==> src/rtl/adiv5_cmd_arbiter.sv <==
// adiv5_cmd_arbiter
//   Shares one ADIv5 command/response FIFO pair among NREQ requesters.
//   Commands are granted round-robin, one per cycle. A requester can hold
//   the grant across several commands with REQ_LOCK. Every command that
//   produces a response pushes its requester index into a tag FIFO, and
//   responses are routed back in command order using those tags.
//
// Ports
//   CLK        clock
//   RESET      synchronous reset, active-high
//   REQ_CMD    packed requester commands, requester i at [i*CMD_WIDTH +: CMD_WIDTH]
//   REQ_VALID  per-requester command valid
//   REQ_LOCK   keep the grant after this command is accepted
//   REQ_READY  per-requester command accept (combinational)
//   RSP_DATA   response payload, shared by all requesters
//   RSP_VALID  one-hot response valid, addressed to the issuing requester
//   RSP_READY  per-requester response consume
//   GRANT      one-hot lock owner, 0 when unlocked
//   WRDATA     command to the adiv5 command FIFO (combinational)
//   WREN       command FIFO push strobe (combinational)
//   WRFULL     command FIFO full
//   RDDATA     adiv5 response, valid the cycle after RDEN
//   RDEN       response FIFO pop strobe (combinational)
//   RDEMPTY    response FIFO empty
//   ERR        sticky: a response arrived with no outstanding tag
module adiv5_cmd_arbiter #(
  parameter int unsigned NREQ       = 2,
  parameter int unsigned TAG_AW     = 2,
  parameter int unsigned CMD_WIDTH  = 36,
  parameter int unsigned RESP_WIDTH = 35
) (
  input  logic                      CLK,
  input  logic                      RESET,
  input  logic [NREQ*CMD_WIDTH-1:0] REQ_CMD,
  input  logic [NREQ-1:0]           REQ_VALID,
  input  logic [NREQ-1:0]           REQ_LOCK,
  output logic [NREQ-1:0]           REQ_READY,
  output logic [RESP_WIDTH-1:0]     RSP_DATA,
  output logic [NREQ-1:0]           RSP_VALID,
  input  logic [NREQ-1:0]           RSP_READY,
  output logic [NREQ-1:0]           GRANT,
  output logic [CMD_WIDTH-1:0]      WRDATA,
  output logic                      WREN,
  input  logic                      WRFULL,
  input  logic [RESP_WIDTH-1:0]     RDDATA,
  output logic                      RDEN,
  input  logic                      RDEMPTY,
  output logic                      ERR
);

  localparam int unsigned IW    = (NREQ > 1) ? $clog2(NREQ) : 1;
  localparam int unsigned DEPTH = 32'd1 << TAG_AW;
  localparam int unsigned CW    = TAG_AW + 1;

  // DP[0xC] write (line reset / protocol switch) returns no response.
  localparam logic [3:0] SILENT_CODE = 4'b1100;

  localparam logic [1:0] RSP_IDLE  = 2'd0;
  localparam logic [1:0] RSP_FETCH = 2'd1;
  localparam logic [1:0] RSP_HOLD  = 2'd2;

  // ------------------------------------------------------------------
  // Arbitration state
  // ------------------------------------------------------------------
  logic [IW-1:0]        ptr;
  logic [IW-1:0]        lock_idx;
  logic [IW-1:0]        cand;
  logic [IW-1:0]        scan_idx;
  logic                 scan_found;
  logic                 locked;
  logic                 can_issue;
  logic                 accept;
  logic                 expects_rsp;
  logic [CMD_WIDTH-1:0] cmd_sel;

  // ------------------------------------------------------------------
  // Tag FIFO state
  // ------------------------------------------------------------------
  logic [IW-1:0]     tag_mem [DEPTH];
  logic [TAG_AW-1:0] tag_wp;
  logic [TAG_AW-1:0] tag_rp;
  logic [CW-1:0]     tag_cnt;
  logic              tag_full;
  logic              tag_empty;
  logic              tag_push;
  logic              tag_pop;
  logic [IW-1:0]     tag_head;

  // ------------------------------------------------------------------
  // Response FSM state
  // ------------------------------------------------------------------
  logic [1:0]            rsp_state;
  logic [1:0]            rsp_state_n;
  logic [IW-1:0]         rsp_tag;
  logic [IW-1:0]         rsp_tag_n;
  logic [NREQ-1:0]       rsp_valid_n;
  logic [RESP_WIDTH-1:0] rsp_data_n;
  logic                  err_n;

  assign locked = |GRANT;

  // Candidate: lock owner when locked, else first valid after ptr.
  // With nothing valid the candidate defaults to ptr+1 so READY does
  // not depend on VALID beyond selection.
  always_comb begin
    cand       = IW'((32'(ptr) + 32'd1) % NREQ);
    scan_idx   = '0;
    scan_found = 1'b0;
    for (int unsigned k = 1; k <= NREQ; k++) begin
      scan_idx = IW'((32'(ptr) + k) % NREQ);
      if (!scan_found && REQ_VALID[scan_idx]) begin
        cand       = scan_idx;
        scan_found = 1'b1;
      end
    end
    if (locked) begin
      cand = lock_idx;
    end
  end

  // A full tag FIFO blocks silent commands as well.
  assign can_issue   = !WRFULL && !tag_full && !RESET;
  assign REQ_READY   = can_issue ? (NREQ'(1) << cand) : '0;
  assign accept      = can_issue && REQ_VALID[cand];
  assign cmd_sel     = REQ_CMD[32'(cand)*CMD_WIDTH +: CMD_WIDTH];
  assign WRDATA      = cmd_sel;
  assign WREN        = accept;
  assign expects_rsp = (cmd_sel[3:0] != SILENT_CODE);
  assign tag_push    = accept && expects_rsp;

  // Round-robin pointer and lock ownership, updated on every accept.
  always_ff @(posedge CLK) begin
    if (RESET) begin
      ptr      <= '0;
      lock_idx <= '0;
      GRANT    <= '0;
    end else if (accept) begin
      ptr <= cand;
      if (REQ_LOCK[cand]) begin
        GRANT    <= NREQ'(1) << cand;
        lock_idx <= cand;
      end else begin
        GRANT <= '0;
      end
    end
  end

  // ------------------------------------------------------------------
  // Tag FIFO: requester index per outstanding response
  // ------------------------------------------------------------------
  assign tag_full  = (tag_cnt == CW'(DEPTH));
  assign tag_empty = (tag_cnt == '0);
  assign tag_head  = tag_mem[tag_rp];

  // Storage needs no reset; only pointers and count define contents.
  always_ff @(posedge CLK) begin
    if (tag_push) begin
      tag_mem[tag_wp] <= cand;
    end
  end

  // Pointers and count; simultaneous push and pop leave count unchanged.
  always_ff @(posedge CLK) begin
    if (RESET) begin
      tag_wp  <= '0;
      tag_rp  <= '0;
      tag_cnt <= '0;
    end else begin
      if (tag_push) begin
        tag_wp <= tag_wp + TAG_AW'(1);
      end
      if (tag_pop) begin
        tag_rp <= tag_rp + TAG_AW'(1);
      end
      case ({tag_push, tag_pop})
        2'b10:   tag_cnt <= tag_cnt + CW'(1);
        2'b01:   tag_cnt <= tag_cnt - CW'(1);
        default: tag_cnt <= tag_cnt;
      endcase
    end
  end

  // ------------------------------------------------------------------
  // Response FSM: IDLE pops the adiv5 FIFO, FETCH captures and tags,
  // HOLD waits for the addressed requester.
  // ------------------------------------------------------------------
  always_comb begin
    rsp_state_n = rsp_state;
    rsp_tag_n   = rsp_tag;
    rsp_valid_n = RSP_VALID;
    rsp_data_n  = RSP_DATA;
    err_n       = ERR;
    tag_pop     = 1'b0;
    RDEN        = 1'b0;
    case (rsp_state)
      RSP_IDLE: begin
        if (!RDEMPTY && !RESET) begin
          RDEN        = 1'b1;
          rsp_state_n = RSP_FETCH;
        end
      end
      RSP_FETCH: begin
        if (tag_empty) begin
          // Unsolicited response: flag it and drop the data.
          err_n       = 1'b1;
          rsp_state_n = RSP_IDLE;
        end else begin
          tag_pop     = 1'b1;
          rsp_data_n  = RDDATA;
          rsp_tag_n   = tag_head;
          rsp_valid_n = NREQ'(1) << tag_head;
          rsp_state_n = RSP_HOLD;
        end
      end
      RSP_HOLD: begin
        // Only the addressed requester can retire the response.
        if (RSP_READY[rsp_tag]) begin
          rsp_valid_n = '0;
          rsp_state_n = RSP_IDLE;
        end
      end
      default: begin
        rsp_state_n = RSP_IDLE;
      end
    endcase
  end

  // Response state register.
  always_ff @(posedge CLK) begin
    if (RESET) begin
      rsp_state <= RSP_IDLE;
      rsp_tag   <= '0;
      RSP_VALID <= '0;
      RSP_DATA  <= '0;
      ERR       <= 1'b0;
    end else begin
      rsp_state <= rsp_state_n;
      rsp_tag   <= rsp_tag_n;
      RSP_VALID <= rsp_valid_n;
      RSP_DATA  <= rsp_data_n;
      ERR       <= err_n;
    end
  end

endmodule

==> config.mk <==
export PLATFORM = sky130hd
export DESIGN_NAME = adiv5_cmd_arbiter
export DESIGN_NICKNAME = d
export VERILOG_FILES = /design/src/rtl/adiv5_cmd_arbiter.sv
export SDC_FILE = /design/constraint.sdc
export NUM_CORES = 1
export LEC_CHECK = 0
export ABC_AREA = 0
export BUFFER_PORTS_ARGS = -buffer_cell sky130_fd_sc_hd__buf_2
export CAP_MARGIN = 20
export CORE_ASPECT_RATIO = 1.75
export CORE_MARGIN = 1
export CORE_UTILIZATION = 43
export CTS_BUF_LIST = sky130_fd_sc_hd__clkbuf_8
export CTS_CLUSTER_SIZE = 28
export DETAILED_ROUTE_END_ITERATION = 8
export PLACE_DENSITY = 0.87
export SYNTH_ARGS = -nofsm -noshare
export SYNTH_HDL_FRONTEND = slang
export SYNTH_SLANG_ARGS = --single-unit
export TNS_END_PERCENT = 30
==> constraint.sdc <==
create_clock -name CLK -period 3.8 [get_ports CLK]
set_clock_uncertainty 0.1 [all_clocks]
set_input_delay 0 -clock CLK [delete_from_list [all_inputs] [get_ports CLK]]
set_output_delay 0 -clock CLK [all_outputs]
set_load 0.05 [all_outputs]
# Word level (Yosys, flattened, before mapping)
# Memory sizes are Yosys's and may differ from the RTL's. A register that Yosys moved wholly into a read port is not among the register bits.
# Index checks and enable logic that the tools add are counted.
# Widths: inputs -> output; s select.
totals:
  reg_bits: 52
  ram_bits: 4
  input_bits: 117
  wordCells: 87
  n_memories: 1
op_classes:
  addsub: 6
  n_mul: 1
  magnitude_cmp: 4
  n_eq_ne: 9
  shift: 3
  muxes: 30
  n_bitwise: 1
  n_reduce_logical: 21
mem_list:
  columns: ["name", "depth", "word_bits", "read_ports", "rd_ports_with_merged_regs", "write_ports", "line_no", "text"]
  rows:
  - ["tag_mem", 4, 1, 1, 1, 1, "79", "logic [IW-1:0] tag_mem [DEPTH];"]
ops:
  columns: ["op", "count"]
  rows:
  - ["$shiftx 72x8->36", 1]
  - ["$mux 1", 19]
  - ["$mux 2", 8]
  - ["$lt 1x2->1 const B", 4]
  - ["$reduce_and 2->1", 4]
  - ["$logic_and 1x1->1", 6]
  - ["$ne 2x2->1 const B", 3]
  - ["$pmux 2 s3", 1]
  - ["$pmux 3 s2", 1]
  - ["$logic_not 1->1", 5]
  - ["$mul 1x4->5 const B", 1]
  - ["$add 2x1->2 const B", 2]
  - ["$eq 2x1->1 const B", 2]
  - ["$eq 2x2->1 const B", 2]
  - ["$ne 4x4->1 const B", 1]
  - ["$pmux 2 s2", 1]
  - ["$reduce_bool 2->1", 2]
  - ["$shl 1x1->2 const A", 2]
  - ["$add 3x1->3 const B", 1]
  - ["$eq 3x3->1 const B", 1]
  - ["$logic_not 3->1", 1]
  - ["$reduce_and 3->1", 1]
  - ["$sub 3x1->3 const B", 1]
  - ["$add 1x1->1 const B", 2]
  - ["3 further kinds", 3]

# Depth between registers and ports, before layout
# Gate-level depths: netlist (run 1).
depth:
  word_depth: 14
  mapped_depth: 11

# Least setup slack after synthesis (run 1)
# No wires, ideal clock.
synth_path:
  path_type: "register to register"
  startpoint: "register GRANT[0]"
  endpoint: "register tag_cnt[2]"
  setup_ns: 0.070
  t_arrival_ns: 2.607
  t_required_ns: 3.630
  setup_slack_ns: 1.023
  path_stages_with_launch: 11
  path_buffers: 0
  path_cell_list: "dfxtp_1 o41ai_2 inv_2 mux2_4 clkinv_2 ha_1 inv_1 fa_1 xor2_1 or3_1 a21oi_1"
synth_via:
  elab_chain_cells: 8
  elab_cells_between_ends: 13
synth_rtl:
  columns: ["item", "line_no", "text"]
  rows:
  - ["start: declaration", "41", "output logic [NREQ-1:0] GRANT,"]
  - ["start signal: assignment", "140", "GRANT <= NREQ'(1) << cand;"]
  - ["$reduce_or 2->1 *", "100", "assign locked = |GRANT;"]
  - ["$mux 1 *", "116", "if (locked) begin"]
  - ["$mul 1x4->5 or $mux 1 (tied branches)", "125, 124", null]
  - ["$shiftx 72x8->36 or $mux 1 (tied branches)", "125, 124", null]
  - ["$ne 4x4->1 or $logic_and 1x1->1 (tied branches)", "128, 124", null]
  - ["$logic_and 1x1->1 *", "129", "assign tag_push = accept && expects_rsp;"]
  - ["$eq 2x1->1 or $eq 2x2->1 (tied branches)", "175", "case ({tag_push, tag_pop})"]
  - ["$pmux 3 s2 or $reduce_bool 2->1 (tied branches)", null, null]
  - ["end signal: assignment", "176", "2'b10: tag_cnt <= tag_cnt + CW'(1);"]
  - ["end signal: assignment", "177", "2'b01: tag_cnt <= tag_cnt - CW'(1);"]
  - ["end signal: assignment", "178", "default: tag_cnt <= tag_cnt;"]
  - ["end: declaration", "82", "logic [CW-1:0] tag_cnt;"]
# Mark *: on every way between the ends. The rest lies on a longest branch, timed or not. The select of a mux whose other input is x is not followed.
# A chain may end at the register's enable or synchronous reset.

# Final worst setup path (run 1)
layout_path:
  startpoint: "register tag_cnt[2]"
  endpoint: "register tag_cnt[2]"
layout_via:
  elab_chain_cells: 8
  elab_cells_between_ends: 15
layout_rtl:
  columns: ["item", "line_no", "text"]
  rows:
  - ["$eq 3x3->1", "151", "assign tag_full = (tag_cnt == CW'(DEPTH));"]
  - ["$logic_not 1->1", "122", "assign can_issue = !WRFULL && !tag_full && !RESET;"]
  - ["$logic_and 1x1->1 (2 in series)", "122", null]
  - ["$logic_and 1x1->1", "124", "assign accept = can_issue && REQ_VALID[cand];"]
  - ["$logic_and 1x1->1", "129", null]
  - ["$eq 2x1->1 or $eq 2x2->1 (tied branches)", "175", null]
  - ["$pmux 3 s2 or $reduce_bool 2->1 (tied branches)", null, null]
# Parallel ways exist; a longest one is shown, timed or not.

==> reports/results.tsv, run 1 <==
stage	metric	value	unit
run_status	status	complete, no violations	
worst_setup_path	element type at the critical path end	flip-flop	
placement	placed cell count	647	
floorplanning	Total Die Area	6890	sq um
flow_run	number of max-cap violations	0	
detailed_routing	routed via count	3467	
worst_setup_path	CP peak stage delay	0.44	ns
sta	total negative slack	0	ns
cells_and_area	antenna cells	0	
yosys	#FFs+latches synth	58	
yosys	synthesized area	2820	sq um
worst_setup_path	Critical Path, Cell by Cell	or3b_4 -> and4_1 -> mux2_4 -> clkinv_2 -> ha_1 -> inv_1 -> fa_1 -> xor2_1 -> or3_1 -> a21oi_1	
sta	fmax	0.348	GHz
sta	Tcrit/Tclk final	0.755	
yosys	Post-synth EDFFs	4	
sta	max-slew violations	0	
worst_setup_path	Critical Path AT	3.03	ns
global_route	pin count of the biggest net entering global routing	55	
cells_and_area	Layout Cells excl Fill	703	
floorplanning	starting density of the core	0.449	
floorplanning	core area	6280	sq um
cells_and_area	most frequent cells in the layout	196 x buf_2, 181 x nand2_1, 54 x dfxtp_1	
detailed_routing	drt first pass iters	4	
detailed_routing	DR iter-0 viols	164	
yosys	Avg Cell Area, Syn	7.27	sq um
clock_network	Reg clk slew, reported paths	0.07	ns
worst_setup_path	Crit path required time	3.96	ns
cells_and_area	Final nets	744	
worst_setup_path	Max Fanout on Critical Path	5	
clock_network	H-tree levels	3	
global_route	grt total ovfl	0	
clock_network	Worst-Skew Late Latency	0.33	ns
clock_network	PostCTS Resize Cnt	0	
detailed_routing	WL/cell	13.7	um
cells_and_area	fin util	0.712	
yosys	Top FF cell, synth	dfxtp_1	
cells_and_area	Syn-to-layout area delta	58.7	%
sta	Slew headroom	0.645	
clock_network	postcts setup bufs	0	
sta	worst hold slack	0.0218	ns
power	PwrDens	421	nW/um^2
yosys	Post-synth ARST share	0	
placement	dpl hpwl	7.00	mm
floorplanning	Die Y	109	um
cells_and_area	ratio of cells with drive above 1 in the final layout	0.361	
sta	Final Hold Violating Endpoints	0	
sta	RSZ-0062 raised after global routing	false	
clock_network	CTS Sinks	58	
worst_setup_path	worst setup path class	flip-flop to flip-flop	
clock_network	CTS buffer count	9	
global_route	global-route wire length before repair	15.1	mm
clock_network	CTS tree	yes	
yosys	Syn Inst Count	387	
yosys	Seq/Total Area, Yosys	0.427	
global_route	Global Route Usage Sum	0.290	
yosys	Synthesized Nets	513	
sta	# setup viols final	0	
placement	RD Place Congestion	0.807	
sta	worst-margin pin slew	0.525	ns
clock_network	Clk Tree Root Cell	clkbuf_8	
worst_hold_path	Min-Delay Path Class	input pin to flip-flop	
detailed_routing	vias per cell	4.93	
power	overall power	0.00188	W
floorplanning	row count	38	
yosys	Synth warnings	0	
power	Static Leak	2.28	nW
worst_setup_path	Startpoint Class	flip-flop	
floorplanning	IO Count	197	
yosys	Yosys cell types	38	
sta	Final Critical Period	2.87	ns
worst_setup_path	Critical-path top delay cell	or3b_4	
clock_network	CTS max path bufs	2	
global_route	vias in the first global route	3426	
detailed_routing	WL final	9.63	mm
clock_network	Hold Buf Count CTS	40	
floorplanning	die width	63.2	um
detailed_routing	Routed Antenna Nets	0	
global_route	initial antenna violation count	0	
placement	# port buffers	196	
power	VDD IR max	271	uV
detailed_routing	DR DRC count	0	
cells_and_area	most common cell after layout, fill and taps aside	buf_2	
==> sequential cells by signal, summed over array words and instances, names as in the netlist, 2 cells and up, named ones only <==
signal     count
tag_cnt        3
RSP_DATA      35
GRANT          2
tag_mem        4
rsp_state      2
tag_wp         2
RSP_VALID      2
tag_rp         2
==> final timing paths <==
kind,endpoint,cells past startpoint,start,slack [ns]
worst max-delay path,tag_cnt[2]$_SDFFE_PP0P_,10,tag_cnt[2]$_SDFFE_PP0P_,0.93
worst min-delay path,rsp_state[0]$_SDFFE_PP0P_,4,RSP_READY[0],0.02
worst max register to register,tag_cnt[2]$_SDFFE_PP0P_,10,tag_cnt[2]$_SDFFE_PP0P_,0.93
worst min register to register,RSP_DATA[31]$_SDFFE_PP0P_,2,RSP_DATA[31]$_SDFFE_PP0P_,0.35
==> kinds of logic after synthesis <==
logic type	count (synthesis)	synth area share
AOI/OAI and AO/OA	52	0.108
xor gates and xnor gates	4	0.0124
adders and majority gates	9	0.0427
buffers and inverters	33	0.0458
DFF	58	0.427
muxes	9	0.0400
and+or+nand+nor	222	0.324
==> cell type report <==
cell class	instances	area, sq um
Timing Repair Buffer	241	1420
Clock buffer	11	151
Clock inverter	5	52.6
Fill cell	480	1810
Inverter	12	46.3
Multi-Input combinational cell	296	1500
Tap cell	80	100
Sequential cell	58	1200
==> worst max-delay path: cells and delay by family (launching register included) <==
| family | cells | cell delay [ns] |
|---|---|---|
| buffers and inverters | 2 | 0.16 |
| AND/OR/NAND/NOR | 3 | 0.96 |
| multiplexers | 1 | 0.29 |
| XOR/XNOR | 1 | 0.17 |
| AO/OA/AOI/OAI | 1 | 0.13 |
| adder cells (fa/ha/maj) | 2 | 0.58 |
| flip-flops | 1 | 0.42 |
==> power breakdown <==
part / internal [W] / total [W] / switching, W / leakage (nW)
Sequential: 0.000642 / 0.000660 / 0.0000184 / 0.473
Clock: 0.000335 / 0.000565 / 0.000230 / 0.105
Combinational: 0.000189 / 0.000656 / 0.000467 / 1.70
Total: 0.00117 / 0.00188 / 0.000715 / 2.28
==> per-layer routing <==
layer  vias up  GRT usage  part of all wire
met5         -          0                 0
met4         0      0.198             0.041
met3        25     0.0711             0.091
met2       182      0.517              0.50
met1      1565      0.295              0.37
li1       1695          -                 -
==> synthesized netlist by cell type (3+ instances only) <==
master | count | share of area
o21ai_0 | 3 | 0.0053
xor2_1 | 3 | 0.0093
nand2_1 | 181 | 0.24
and2_1 | 7 | 0.016
ha_1 | 8 | 0.036
edfxtp_1 | 4 | 0.043
nand3_1 | 3 | 0.0053
a21oi_1 | 41 | 0.073
mux2i_1 | 6 | 0.021
nand2b_1 | 3 | 0.0067
clkbuf_1 | 18 | 0.024
buf_2 | 3 | 0.0053
inv_1 | 10 | 0.013
dfxtp_1 | 54 | 0.38
nor2_1 | 17 | 0.023
==> through the flow <==
step | setup slack [ns] | instance area [sq um]
global route | 0.789 | 4470
global placement | 1.08 | 3860
detailed placement | 0.948 | 3860
CTS | 0.922 | 4470
floorplan | 1.02 | 2820
finish | 0.930 | 4470
Note: power is estimated with default switching activity, not from simulation.
==> run 2: changes to the inputs <==
--- a/config.mk
+++ b/config.mk
@@ -10,11 +10,11 @@
 export CAP_MARGIN = 20
 export CORE_ASPECT_RATIO = 1.75
 export CORE_MARGIN = 1
-export CORE_UTILIZATION = 43
+export CORE_UTILIZATION = 38
 export CTS_BUF_LIST = sky130_fd_sc_hd__clkbuf_8
 export CTS_CLUSTER_SIZE = 28
 export DETAILED_ROUTE_END_ITERATION = 8
-export PLACE_DENSITY = 0.87
+export PLACE_DENSITY = 0.82
 export SYNTH_ARGS = -nofsm -noshare
 export SYNTH_HDL_FRONTEND = slang
 export SYNTH_SLANG_ARGS = --single-unit
==> constraint.sdc (replaced) <==
create_clock -name CLK -period 2.45 [get_ports CLK]
set_clock_uncertainty 0.1 [all_clocks]
set_input_delay 0 -clock CLK [delete_from_list [all_inputs] [get_ports CLK]]
set_output_delay 0 -clock CLK [all_outputs]
set_load 0.05 [all_outputs]
==> run 2 against run 1 <==
  * The run now ends with negative setup slack left
  * Power grew 49%
  * Global-route usage shrank 5.6 points
  * Count of clock-buffer cells in the layout is the same
  * Die area grew 13%
  * Core utilization shrank 8.0 points
  * Routed wire length shrank 5.7%
  * Clock power grew 34%
  * Hold slack gained 0.030 ns
  * Register-to-register slack lost 0.98 ns
  * First-iteration DRC count shrank 3.0%
  * Combinational power grew 57%
  * Maximum frequency grew 15%
  * Critical endpoint unchanged
==> reports/results.tsv, run 2 (synthesis gave the netlist of run 1 again) <==
stage	metric	value	unit	change
clock_network	CTS tree	yes		unchanged
clock_network	CTS Sinks	58		unchanged
sta	Final Hold Violating Endpoints	0		unchanged
cells_and_area	Syn-to-layout area delta	61.2	%	was 58.7%
worst_setup_path	Crit path required time	2.60	ns	was 3.96 ns
placement	# port buffers	196		unchanged
clock_network	Worst-Skew Late Latency	0.33	ns	about the same
sta	Final Critical Period	2.50	ns	was 2.87 ns
sta	# setup viols final	1		was 0
clock_network	Clk Tree Root Cell	clkbuf_8		unchanged
sta	worst hold slack	0.0519	ns	was 0.0218 ns
floorplanning	starting density of the core	0.392		was 0.449
global_route	Global Route Usage Sum	0.234		was 0.290
sta	Slew headroom	0.639		was 0.645
global_route	global-route wire length before repair	13.4	mm	was 15.1 mm
worst_setup_path	Top cell by count, worst path	inv_2		
cells_and_area	most common cell after layout, fill and taps aside	buf_2		unchanged
clock_network	Reg clk slew, reported paths	0.07	ns	about the same
cells_and_area	max reg flops	35		unchanged
clock_network	CTS buffer count	9		unchanged
cells_and_area	antenna cells	0		unchanged
cells_and_area	fin util	0.632		was 0.712
sta	fmax	0.401	GHz	was 0.348 GHz
global_route	pin count of the biggest net entering global routing	55		unchanged
detailed_routing	DR iter-0 viols	159		was 164
clock_network	CTS max path bufs	2		unchanged
clock_network	postcts setup bufs	0		unchanged
placement	dpl hpwl	6.51	mm	was 7.00 mm
placement	dpl cell area	3960	sq um	was 3860 sq um
cells_and_area	Top reg by flops	RSP_DATA		unchanged
cells_and_area	ratio of cells with drive above 1 in the final layout	0.379		was 0.361
worst_setup_path	CP Buf/Inv Count	3		was 2
floorplanning	core area	7180	sq um	was 6280 sq um
worst_setup_path	CP peak stage delay	0.35	ns	was 0.44 ns
worst_setup_path	Critical Path, Cell by Cell	a21boi_1 -> o41ai_4 -> inv_2 -> mux2_4 -> clkinv_4 -> ha_4 -> inv_2 -> fa_2 -> xor2_1 -> or3_1 -> a21oi_1		was or3b_4 -> and4_1 -> mux2_4 -> clkinv_2 -> ha_1 -> inv_1 -> fa_1 -> xor2_1 -> or3_1 -> a21oi_1
floorplanning	IO Count	197		unchanged
detailed_routing	Routed Antenna Nets	0		unchanged
cells_and_area	Finished Cell Area	4540	sq um	was 4470 sq um
floorplanning	row count	41		was 38
worst_setup_path	worst setup path class	flip-flop to flip-flop		unchanged
sta	max-slew violations	0		unchanged
global_route	initial antenna violation count	0		unchanged
worst_setup_path	element type at the critical path end	flip-flop		unchanged
worst_setup_path	Worst path top cell family by delay	compound AO/OA/AOI/OAI gates		was simple AND/OR/NAND/NOR gates
detailed_routing	drt first pass iters	4		unchanged
power	VDD IR max	321	uV	was 271 uV
global_route	grt total ovfl	0		unchanged
sta	RSZ-0062 raised after global routing	true		was false
global_route	met1 GRT Util	0.241		was 0.295
global_route	met3 Usage GRT	0.0640		was 0.0711
cells_and_area	most frequent cells in the layout	196 x buf_2, 181 x nand2_1, 49 x dfxtp_1		was 196 x buf_2, 181 x nand2_1, 54 x dfxtp_1
floorplanning	die width	67.1	um	was 63.2 um
detailed_routing	routed via count	3392		was 3467
worst_setup_path	Critical Path AT	2.65	ns	was 3.03 ns
worst_setup_path	Critical-path top delay cell	o41ai_4		was or3b_4
sta	worst-margin pin slew	0.542	ns	was 0.525 ns
run_status	failing checks	negative setup slack		
sta	Tcrit/Tclk final	1.02		was 0.755
detailed_routing	WL final	9.09	mm	was 9.63 mm
run_status	status	finished, violations left		was complete, no violations
placement	RD Place Congestion	0.830		was 0.807
cells_and_area	top flop regs	RSP_DATA x35, tag_mem x4, tag_cnt x3		unchanged
detailed_routing	DR DRC count	0		unchanged
worst_hold_path	Min-Delay Path Class	input pin to flip-flop		unchanged
power	Static Leak	2.32	nW	was 2.28 nW
global_route	GRT busiest layer	met2		unchanged
global_route	M2 GR Usage	0.420		was 0.517
detailed_routing	WL/cell	12.7	um	was 13.7 um
detailed_routing	vias per cell	4.74		was 4.93
sta	post-route setup slack	-0.0460	ns	was 0.930 ns
power	overall power	0.00280	W	was 0.00188 W
flow_run	number of max-cap violations	0		unchanged
power	PwrDens	618	nW/um^2	was 421 nW/um^2
global_route	vias in the first global route	3057		was 3426
floorplanning	Total Die Area	7770	sq um	was 6890 sq um
floorplanning	Die Y	116	um	was 109 um
cells_and_area	Final nets	752		was 744
clock_network	H-tree levels	3		unchanged
worst_setup_path	Max Fanout on Critical Path	3		was 5
worst_setup_path	Startpoint Class	flip-flop		unchanged
==> run 2: cell types whose count changed in the layout (fill, tap and decap cells not counted), moves of 2 or more <==
cell / delta
buf_4: +7
dfxtp_1: -5
dfxtp_2: +3
dfxtp_4: +2
==> run 2: report_power, final <==
part | total [W] | internal [W] | switching, W
sequential | 0.00102 | 0.000995 | 0.0000242
clock | 0.000757 | 0.000407 | 0.000350
combinational | 0.00103 | 0.000307 | 0.000718
total | 0.00280 | 0.00171 | 0.00109
==> run 2: repair_timing <==
action                                  in CTS  in global routing
hold buffers                                41                  0
gates resized for setup                      2                  0
pin swaps                                    1                  0
endpoints found under the setup margin       1                  2
cloned                                       0                  0
hold endpoints to repair                    40                  0
==> run 2: worst paths after layout <==
check                           startpoint                       end  slack [ns]  cells past startpoint
hold reg to reg   RSP_DATA[6]$_SDFFE_PP0P_  RSP_DATA[6]$_SDFFE_PP0P_        0.35                      2
setup / recovery          ptr$_SDFFE_PP0P_   tag_cnt[2]$_SDFFE_PP0P_       -0.05                     11
setup reg to reg          ptr$_SDFFE_PP0P_   tag_cnt[2]$_SDFFE_PP0P_       -0.05                     11
hold / removal                REQ_VALID[1]     GRANT[0]$_SDFFE_PP0P_        0.05                      4
==> run 2: cell type report <==
type / instances / area (sq um)
repair buffers: 249 / 1480
inverters: 12 / 50.0
multi-input cells: 296 / 1520
clock buffers: 11 / 151
well taps: 86 / 108
fillers: 636 / 2650
clock inverters: 4 / 18.8
flip-flops and latches: 58 / 1210
==> run 2: stage by stage <==
| stage | setup TNS, ns | setup slack [ns] | cells |
|---|---|---|---|
| 6_report | -0.0460 | -0.0460 | 716 |
| 3_5_place_dp | -0.0864 | -0.0864 | 660 |
| 2_1_floorplan | -0.0379 | -0.0379 | 387 |
| 4_1_cts | -0.0508 | -0.0508 | 716 |
| 3_3_place_gp | 0 | 0.00749 | 660 |
| 5_1_grt | -0.159 | -0.156 | 716 |
==> run 2: worst reg2reg max path, stage by stage, from the launching register on <==
cell	delay, ns
dfxtp_2	0.34
a21boi_1	0.09
o41ai_4	0.35
inv_2	0.08
mux2_4	0.33
clkinv_4	0.06
ha_4	0.13
inv_2	0.04
fa_2	0.32
xor2_1	0.16
or3_1	0.31
a21oi_1	0.12
==> run 2: layer usage <==
layer  wire [um]  vias up
met5           0        -
met3         700       20
li1            -     1713
met1        3460     1486
met4         269        0
met2        4660      173
==> run 3: changes to the inputs <==
--- a/config.mk
+++ b/config.mk
@@ -15,6 +15,7 @@
 export CTS_CLUSTER_SIZE = 28
 export DETAILED_ROUTE_END_ITERATION = 8
 export PLACE_DENSITY = 0.82
+export RECOVER_POWER = 25
 export SYNTH_ARGS = -nofsm -noshare
 export SYNTH_HDL_FRONTEND = slang
 export SYNTH_SLANG_ARGS = --single-unit
==> run 3 against run 2 <==
  * The run still ends with negative setup slack left
  * Sequential cell count stayed put
  * Via count stayed put
  * Count of clock-buffer cells in the layout stayed put
  * Register-to-register slack hardly changed
  * Power is 0.16% lower
  * Combinational power hardly changed
  * Setup slack better by 0.0079 ns
  * Final cell count stayed put
  * Cell area is 0.97% lower
  * Core utilization is 0.61 points lower
  * Global-route usage stayed put
  * Die area stayed put
  * Critical path type unchanged
==> reports/results.tsv, run 3 (synthesis gave the netlist of run 1 again) <==
stage	metric	value	unit	change
cells_and_area	most common cell after layout, fill and taps aside	nand2_1		was buf_2
cells_and_area	max reg flops	35		unchanged
clock_network	Reg clk slew, reported paths	0.07	ns	about the same
power	VDD IR max	321	uV	about the same
floorplanning	Die Y	116	um	unchanged
power	PwrDens	623	nW/um^2	was 618 nW/um^2
placement	placed cell count	660		unchanged
placement	RD Place Congestion	0.830		unchanged
cells_and_area	FF+latch area	1210	sq um	unchanged
worst_setup_path	Crit path required time	2.60	ns	about the same
clock_network	CTS Sinks	58		unchanged
detailed_routing	routed via count	3392		unchanged
cells_and_area	most frequent cells in the layout	181 x nand2_1, 161 x buf_2, 49 x dfxtp_1		was 196 x buf_2, 181 x nand2_1, 49 x dfxtp_1
detailed_routing	vias per cell	4.74		unchanged
sta	RSZ-0062 raised after global routing	true		unchanged
sta	Final Hold Violating Endpoints	0		unchanged
worst_setup_path	Critical-path top delay cell	o41ai_4		unchanged
clock_network	CTS max path bufs	2		unchanged
detailed_routing	WL/cell	12.7	um	about the same
detailed_routing	DR DRC count	0		unchanged
clock_network	CTS buffer count	9		unchanged
global_route	initial antenna violation count	0		unchanged
global_route	Global Route Usage Sum	0.234		unchanged
floorplanning	starting density of the core	0.392		unchanged
run_status	status	finished, violations left		unchanged
worst_setup_path	Top cell by count, worst path	inv_2		unchanged
worst_hold_path	Min-Delay Path Class	input pin to flip-flop		unchanged
worst_setup_path	element type at the critical path end	flip-flop		unchanged
global_route	grt total ovfl	0		unchanged
sta	worst-margin pin slew	0.643	ns	was 0.542 ns
detailed_routing	drt first pass iters	4		unchanged
cells_and_area	top flop regs	RSP_DATA x35, tag_mem x4, tag_cnt x3		unchanged
floorplanning	IO Count	197		unchanged
cells_and_area	Fill cells	658		was 636
clock_network	CTS tree	yes		unchanged
global_route	vias in the first global route	3057		unchanged
clock_network	Clk Tree Root Cell	clkbuf_8		unchanged
cells_and_area	Layout Cells excl Fill	716		unchanged
cells_and_area	Syn-to-layout area delta	59.6	%	was 61.2%
sta	post-route setup slack	-0.0382	ns	was -0.0460 ns
detailed_routing	WL final	9.13	mm	was 9.09 mm
cells_and_area	Top reg by flops	RSP_DATA		unchanged
sta	worst hold slack	0.0450	ns	was 0.0519 ns
sta	total negative slack	-0.0382	ns	was -0.0460 ns
sta	max-slew violations	0		unchanged
placement	dpl cell area	3960	sq um	unchanged
cells_and_area	Finished Cell Area	4490	sq um	was 4540 sq um
power	Static Leak	2.17	nW	was 2.32 nW
floorplanning	row count	41		unchanged
floorplanning	die width	67.1	um	unchanged
global_route	pin count of the biggest net entering global routing	55		unchanged
detailed_routing	Routed Antenna Nets	0		unchanged
cells_and_area	fin util	0.626		was 0.632
worst_setup_path	Critical Path, Cell by Cell	a21boi_1 -> o41ai_4 -> inv_2 -> mux2_4 -> clkinv_4 -> ha_4 -> inv_2 -> fa_2 -> xor2_1 -> or3_1 -> a21oi_1		unchanged
worst_setup_path	worst setup path class	flip-flop to flip-flop		unchanged
floorplanning	core area	7180	sq um	unchanged
cells_and_area	antenna cells	0		unchanged
worst_setup_path	Startpoint Class	flip-flop		unchanged
run_status	failing checks	negative setup slack		unchanged
sta	# setup viols final	1		unchanged
cells_and_area	area occupied by multi-input gates	1520	sq um	unchanged
detailed_routing	DR iter-0 viols	180		was 159
sta	Final Critical Period	2.49	ns	was 2.50 ns
floorplanning	Total Die Area	7770	sq um	unchanged
cells_and_area	Final nets	752		unchanged
cells_and_area	ratio of cells with drive above 1 in the final layout	0.324		was 0.379
flow_run	number of max-cap violations	0		unchanged
global_route	global-route wire length before repair	13.4	mm	unchanged
worst_setup_path	CP peak stage delay	0.35	ns	about the same
clock_network	Worst-Skew Late Latency	0.33	ns	about the same
sta	Tcrit/Tclk final	1.02		about the same
sta	Slew headroom	0.573		was 0.639
clock_network	H-tree levels	3		unchanged
worst_setup_path	Max Fanout on Critical Path	3		unchanged
worst_setup_path	Critical Path AT	2.64	ns	was 2.65 ns
placement	# port buffers	196		unchanged
sta	fmax	0.402	GHz	was 0.401 GHz
placement	dpl hpwl	6.51	mm	unchanged
-- run 3: repair_timing --
item / CTS / global route
pin swaps: 1 / 0
hold buffers: 41 / 0
buffers inserted: 0 / 0
setup endpoints to repair: 1 / 2
gates resized for setup: 2 / 0
endpoints found under the hold margin: 40 / 0
-- run 3: final timing paths --
kind / startpoint / to / slack [ns] / cells after the start
setup / recovery: ptr$_SDFFE_PP0P_ / tag_cnt[2]$_SDFFE_PP0P_ / -0.04 / 11
hold / removal: REQ_VALID[0] / GRANT[0]$_SDFFE_PP0P_ / 0.05 / 4
setup reg to reg: ptr$_SDFFE_PP0P_ / tag_cnt[2]$_SDFFE_PP0P_ / -0.04 / 11
hold reg to reg: RSP_DATA[6]$_SDFFE_PP0P_ / RSP_DATA[6]$_SDFFE_PP0P_ / 0.36 / 2
-- run 3: worst max-delay path, delay by kind of cell, from the launching register on --
kind,cells,cell delay (ns)
muxes,1,0.33
DFF,1,0.34
and+or+nand+nor,1,0.31
buffers and inverters,3,0.17
AOI/OAI and AO/OA,3,0.55
adders and majority gates,2,0.45
xor gates and xnor gates,1,0.16
-- run 3: cell type report --
class	count	share of cell area
multi-input cells	296	0.337
repair buffers	249	0.320
flip-flops and latches	58	0.270
clock buffers	11	0.0337
well taps	86	0.0239
inverters	12	0.0111
clock inverters	4	0.00418
-- run 3: metal layers --
metal	GRT usage	wire length [um]	vias to the layer above
met2	0.420	4700	174
met1	0.241	3490	1490
met4	0.116	215	0
met3	0.0640	720	16
met5	0	0	-
li1	-	-	1712
-- run 3: power by group --
part / internal, W / leakage [nW] / switching [W]
sequential: 0.000995 / 0.475 / 0.0000249
combinational: 0.000301 / 1.60 / 0.000719
clock: 0.000407 / 0.0961 / 0.000350
-- run 3: per-stage QoR --
stage | total power (W) | setup WS [ns]
final | 0.00280 | -0.0382
after global routing | 0.00294 | -0.156
after CTS | 0.00282 | -0.0508
after detailed placement | 0.00201 | -0.0864
after global placement | 0.00199 | 0.00749
after floorplan | 0.00172 | -0.0379
